<file path="src/rtl/sha256_pad_pkg.sv">
// Shared constants and state encoding for the streaming SHA-256 padder.
package sha256_pad_pkg;

    localparam int BLOCK_BITS  = 512;
    localparam int BLOCK_BYTES = 64;
    localparam int LEN_OFFSET  = 56;
    localparam logic [7:0] PAD_BYTE = 8'h80;

    typedef enum logic [2:0] {
        FILL,
        PAD,
        EMIT,
        LEN_ONLY,
        MARK_LEN
    } pad_state_e;

endpackage

</file>
<file path="src/rtl/sha256_pad_insert.sv">
// Combinational pad insertion: keeps bytes below q, optionally marks q,
// zero fills the rest and drops in the length field when it still fits.
module sha256_pad_insert
    import sha256_pad_pkg::*;
(
    input  logic [BLOCK_BITS-1:0] buffer,
    input  logic [6:0]            q,
    input  logic                  mark,
    input  logic [63:0]           length,
    output logic [BLOCK_BITS-1:0] padded
);

    always_comb begin
        padded = buffer;
        for (int i = 0; i < BLOCK_BYTES; i++) begin
            if (mark && (7'(i) == q)) begin
                padded[BLOCK_BITS-1-8*i -: 8] = PAD_BYTE;
            end else if (7'(i) >= q) begin
                padded[BLOCK_BITS-1-8*i -: 8] = 8'h00;
            end
            // Length only fits when the marker landed below byte 56.
            if ((q < 7'(LEN_OFFSET)) && (i >= LEN_OFFSET)) begin
                padded[BLOCK_BITS-1-8*i -: 8] =
                    length[63-8*(i-LEN_OFFSET) -: 8];
            end
        end
    end

endmodule

</file>
<file path="src/rtl/sha256_block_padder.sv">
// Streaming SHA-256 padder: packs bytes big-endian into 512-bit blocks,
// appends marker, zero fill and bit length, and emits blocks one at a time.
module sha256_block_padder
    import sha256_pad_pkg::*;
#(
    parameter int LEN_W = 32
) (
    input  logic                  clk,
    input  logic                  reset,
    input  logic                  in_valid,
    output logic                  in_ready,
    input  logic [7:0]            in_data,
    input  logic                  in_last,
    output logic                  blk_valid,
    input  logic                  blk_ready,
    output logic [BLOCK_BITS-1:0] blk_data,
    output logic                  blk_last,
    output logic [7:0]            blk_index,
    output logic [63:0]           msg_len_bits
);

    pad_state_e state_q;
    pad_state_e state_d;
    pad_state_e follow_q;

    logic [LEN_W-1:0]      byte_cnt;
    logic [6:0]            q_reg;
    logic [BLOCK_BITS-1:0] buffer;
    logic [63:0]           len_field;
    logic [5:0]            pos;
    logic [8:0]            wr_msb;
    logic                  in_fire;
    logic                  blk_fire;

    logic [BLOCK_BITS-1:0] ins_buf;
    logic [6:0]            ins_q;
    logic                  ins_mark;
    logic [BLOCK_BITS-1:0] ins_out;

    assign in_ready  = (state_q == FILL) && !reset;
    assign blk_valid = (state_q == EMIT);
    assign blk_data  = buffer;
    assign in_fire   = in_valid && in_ready;
    assign blk_fire  = blk_valid && blk_ready;
    assign pos       = byte_cnt[5:0];
    assign wr_msb    = {~pos, 3'b111};
    assign len_field = {{(64-LEN_W-3){1'b0}}, byte_cnt, 3'b000};

    sha256_pad_insert u_insert (
        .buffer (ins_buf),
        .q      (ins_q),
        .mark   (ins_mark),
        .length (len_field),
        .padded (ins_out)
    );

    always_ff @(posedge clk) begin
        if (reset) begin
            state_q <= FILL;
        end else begin
            state_q <= state_d;
        end
    end

    always_comb begin
        state_d  = state_q;
        ins_buf  = buffer;
        ins_q    = q_reg;
        ins_mark = 1'b1;
        unique case (state_q)
            FILL: begin
                if (in_fire) begin
                    if (in_last) begin
                        state_d = PAD;
                    end else if (pos == 6'd63) begin
                        state_d = EMIT;
                    end
                end
            end
            PAD: begin
                state_d = EMIT;
            end
            EMIT: begin
                if (blk_fire) begin
                    state_d = blk_last ? FILL : follow_q;
                end
            end
            LEN_ONLY: begin
                ins_buf  = '0;
                ins_q    = 7'd0;
                ins_mark = 1'b0;
                state_d  = EMIT;
            end
            MARK_LEN: begin
                ins_buf = '0;
                ins_q   = 7'd0;
                state_d = EMIT;
            end
            default: begin
                state_d = FILL;
            end
        endcase
    end

    always_ff @(posedge clk) begin
        if (reset) begin
            byte_cnt     <= '0;
            q_reg        <= '0;
            buffer       <= '0;
            blk_last     <= 1'b0;
            blk_index    <= '0;
            msg_len_bits <= '0;
            follow_q     <= FILL;
        end else begin
            case (state_q)
                FILL: begin
                    if (in_fire) begin
                        buffer[wr_msb -: 8] <= in_data;
                        byte_cnt <= byte_cnt + 1'b1;
                        if (in_last) begin
                            q_reg <= {1'b0, pos} + 7'd1;
                        end
                    end
                end
                PAD: begin
                    buffer <= ins_out;
                    if (q_reg < 7'(LEN_OFFSET)) begin
                        blk_last     <= 1'b1;
                        msg_len_bits <= len_field;
                        follow_q     <= FILL;
                    end else begin
                        blk_last <= 1'b0;
                        follow_q <= (q_reg == 7'd64) ? MARK_LEN : LEN_ONLY;
                    end
                end
                EMIT: begin
                    if (blk_fire) begin
                        follow_q <= FILL;
                        if (blk_last) begin
                            byte_cnt  <= '0;
                            blk_index <= '0;
                            blk_last  <= 1'b0;
                        end else begin
                            blk_index <= blk_index + 8'd1;
                        end
                    end
                end
                LEN_ONLY, MARK_LEN: begin
                    buffer       <= ins_out;
                    blk_last     <= 1'b1;
                    msg_len_bits <= len_field;
                end
                default: begin
                    follow_q <= FILL;
                end
            endcase
        end
    end

endmodule

</file>
<file path="config.mk">
export PLATFORM = sky130hd
export DESIGN_NAME = sha256_block_padder
export DESIGN_NICKNAME = d
export VERILOG_FILES = /design/src/rtl/sha256_pad_pkg.sv /design/src/rtl/sha256_pad_insert.sv /design/src/rtl/sha256_block_padder.sv
export SDC_FILE = /design/constraint.sdc
export NUM_CORES = 1
export LEC_CHECK = 0
export ABC_AREA = 1
export CORE_ASPECT_RATIO = 1.1
export CORE_MARGIN = 4
export CORE_UTILIZATION = 39
export DETAILED_ROUTE_END_ITERATION = 6
export DONT_BUFFER_PORTS = 1
export GPL_TIMING_DRIVEN = 0
export PLACE_DENSITY = 0.6
export REMOVE_ABC_BUFFERS = 1
export SLEW_MARGIN = 20
export SYNTH_ARGS = -nofsm -noshare
export SYNTH_HDL_FRONTEND = slang
export SYNTH_SLANG_ARGS = --single-unit
</file>
<file path="constraint.sdc">
create_clock -name clk -period 2.2 [get_ports clk]
set_input_delay 0.44 -clock clk [delete_from_list [all_inputs] [get_ports clk]]
set_output_delay 0.44 -clock clk [all_outputs]
set_load 0.05 [all_outputs]
</file>
==> summary.md <==
| Metric | Value |
|---|---|
| DRT antenna net count | `0` |
| Die ar. | `74,700 um2` |
| CTS max path bufs | `3` |
| Worst slew pin tran | `1.39 ns` |
| Clock Power Share | `0.448` |
| Cell-internal power | `18.7 mW` |
| Max reg flops | `512` |
| Top Metal Used | `met4` |
| Dpl ws | `-2.11 ns` |
| Final setup viols | `18` |
| Max cap viols | `0` |
| Clock slew at reported path FFs | `0.06 ns` |
| DP Cell Count | `4,742` |
| Sink Count | `597` |
| Via/cell ratio | `5.70` |
| PD cells | `779 nW/um2` |
| Worst Path Max Fanout | `25` |
| P_leak | `12.4 nW` |
| EDFF count, synth | `0` |
| Setup Skew | `0.0290 ns` |
| Commonest non-fill, non-tap cells in the layout | `nand2_1, dfxtp_1, nor2_1` |
| Final WS setup | `-0.0404 ns` |
| Commonest non-fill, non-tap cell in the layout | `nand2_1` |
| Worst Setup Path Type | `flop to flop` |
| HPWL after DPL | `87,200 um` |
| First DRT Iteration DRCs | `2,878` |
| Placer Congestion | `0.930` |
| Switching Fraction | `0.298` |
| I/O pin count | `600` |
| H-tree levels | `3` |
| Hold WS | `-0.0102 ns` |
| DRC | `3` |
| Finished Core Util | `0.492` |
| M1 WL | `48,600 um` |
| Slew HR | `0.0718` |
| Worst IR drop on VDD | `0.000537 V` |
| First-pass GRT wire length | `181,000 um` |
| Worst EP arrival | `2.76 ns` |
| Die W | `261 um` |
| Via count | `28.7k` |
| Failing checks | `design-rule violations, negative hold slack, negative setup slack` |
| Share of layout cells above drive strength 1 | `0.179` |
| Max-slew violations | `0` |
| Top_reg_cell synth | `dfxtp_1` |
| Gr ovfl total | `0` |
| DP Area | `27,900 um2` |
| WL met3 | `13,400 um` |
| Register area share after synthesis | `0.435` |
| FFs w/ async S/R, synth | `0` |
| Detailed-router iteration count before antenna repair | `7` |
| Total power | `26.6 mW` |
| Ys Warns | `0` |
| Core Area | `69,400 um2` |
| Status | `finished with violations` |
| Total CTS buffers | `68` |
| Root Driver | `clkbuf_16` |
| CP endpoint kind | `flop` |
| Fin Setup TNS | `-0.357 ns` |
| Final net count | `4,083` |
| Finished Cell Area | `34,100 um2` |
| Fmax | `446 MHz` |
| Buffers added on ports | `0` |
| Fillers | `6,958` |
| RSZ-0062 raised after global routing | `true` |
| Vias in the first global route | `26.0k` |
| Final hold vios | `1` |
| Die height | `286 um` |
| Sequential share of power | `0.434` |
| Area grow syn2layout | `24.4%` |
| Synthesized area | `27,400 um2` |
| Gr usage total | `0.322` |
| CTS tree | `built` |
| Clock latency on the worst-skew pair | `0.64 ns` |
| Met2 wire len | `59,000 um` |
| Cell Count, Final, Fillers Out | `5,036` |
| Ant diodes | `0` |
| Worst EP required | `2.72 ns` |
| Rows | `101` |
| Crit-path cells | `nor2_4 > nand2_2 > inv_2 > o21ai_4 > nand2_8 > inv_16 > buf_16 > nand2_4 > nand2_1 > nand2_4 > nand2_1 > a21oi_1` |
| #FFs+latches synth | `597` |
| Switching power | `7.93 mW` |
| Final WL | `129,000 um` |
| Critical path launch point type | `flop` |
| Routed wire per std cell | `25.5 um` |
| CP peak stage delay | `0.39 ns` |
| Tcrit/Tclk final | `1.02` |
| Mean Syn Cell Area | `6.89 um2` |
| Initial Util | `0.396` |
| Largest net degree at the start of global routing | `374` |
| Initial antenna violation count | `0` |
| HP Class | `input port to flop` |
| Min Tclk post-route | `2.24 ns` |
| Critical Path Slowest Stage Cell | `dfxtp_4` |
| Comb pwr share | `0.118` |
| Synth cell types | `50` |
| Cts hold-fix bufs | `1` |
| Synthesized instance count | `3,984` |
power by group through the flow:
stage	logic, mW	clock network (mW)	registers (mW)
detailed placement	2.10	0	11.8
finish	3.13	11.9	11.6
global route	3.26	12.5	11.6
CTS	2.74	12.0	11.6
floorplan	1.30	0	11.7
global placement	2.03	0	11.9
routing by layer:
layer / track usage / up-vias
li1: - / 13300
met1: 0.393 / 13600
met2: 0.520 / 1403
met3: 0.0942 / 369
met4: 0.155 / 0
met5: 0 / -
cells by family (layout without fill, tap and decap cells):
group	Yosys count	in the layout	share of synthesized area
other	1	32	0.000137
and+or+nand+nor	2099	2109	0.332
DFF	597	597	0.435
adders and majority gates	7	7	0.00319
xor gates and xnor gates	4	4	0.00128
buffers and inverters	492	576	0.0751
AOI/OAI and AO/OA	784	784	0.153
final timing paths:
check | slack, ns | cells after the start | from | endpoint
hold / removal | -0.01 | 1 | reset | blk_data[272]
setup reg to reg | -0.04 | 12 | state_q[0] | blk_data[142]
hold reg to reg | 0.45 | 2 | follow_q[2] | state_q[2]
setup / recovery | -0.04 | 12 | state_q[0] | blk_data[142]
area by class of cell:
class | count | area [um2] | share of cell area
Timing Repair Buffer | 168 | 1830 | 0.0536
Multi-Input combinational cell | 2936 | 15500 | 0.453
Inverter | 286 | 1320 | 0.0386
Sequential cell | 597 | 12000 | 0.351
Clock inverter | 29 | 422 | 0.0124
Timing Repair inverter | 6 | 61.3 | 0.00180
Clock buffer | 87 | 1880 | 0.0552
Tap cell | 927 | 1160 | 0.0340
timing repair:
item / CTS / global route
setup endpoints to repair: 597 / 545
setup buffers: 91 / 64
pin swaps: 39 / 56
hold endpoints to repair: 195 / 17
gates resized for setup: 307 / 250
gates cloned: 13 / 9
critical path, delay by kind of cell (launching register included):
| kind | cells | cell delay, ns |
|---|---|---|
| flops | 1 | 0.39 |
| compound gates | 2 | 0.25 |
| simple gates | 7 | 1.07 |
| buf+inv | 3 | 0.38 |
synthesized netlist by cell type (22+ instances only):
library cell / n / area, um2
buf_2: 40 / 200
nand2_1: 996 / 3740
o21ai_0: 214 / 1070
a21oi_1: 480 / 2400
nand2_2: 22 / 138
clkbuf_1: 110 / 413
nand3_1: 170 / 851
nor2_1: 573 / 2150
o22ai_1: 36 / 225
inv_2: 28 / 105
nand3_2: 25 / 250
dfxtp_1: 597 / 12000
nand4_1: 141 / 882
nor3_1: 114 / 571
inv_1: 251 / 942
buf_4: 40 / 300
Note: power is estimated with default switching activity, not from simulation.
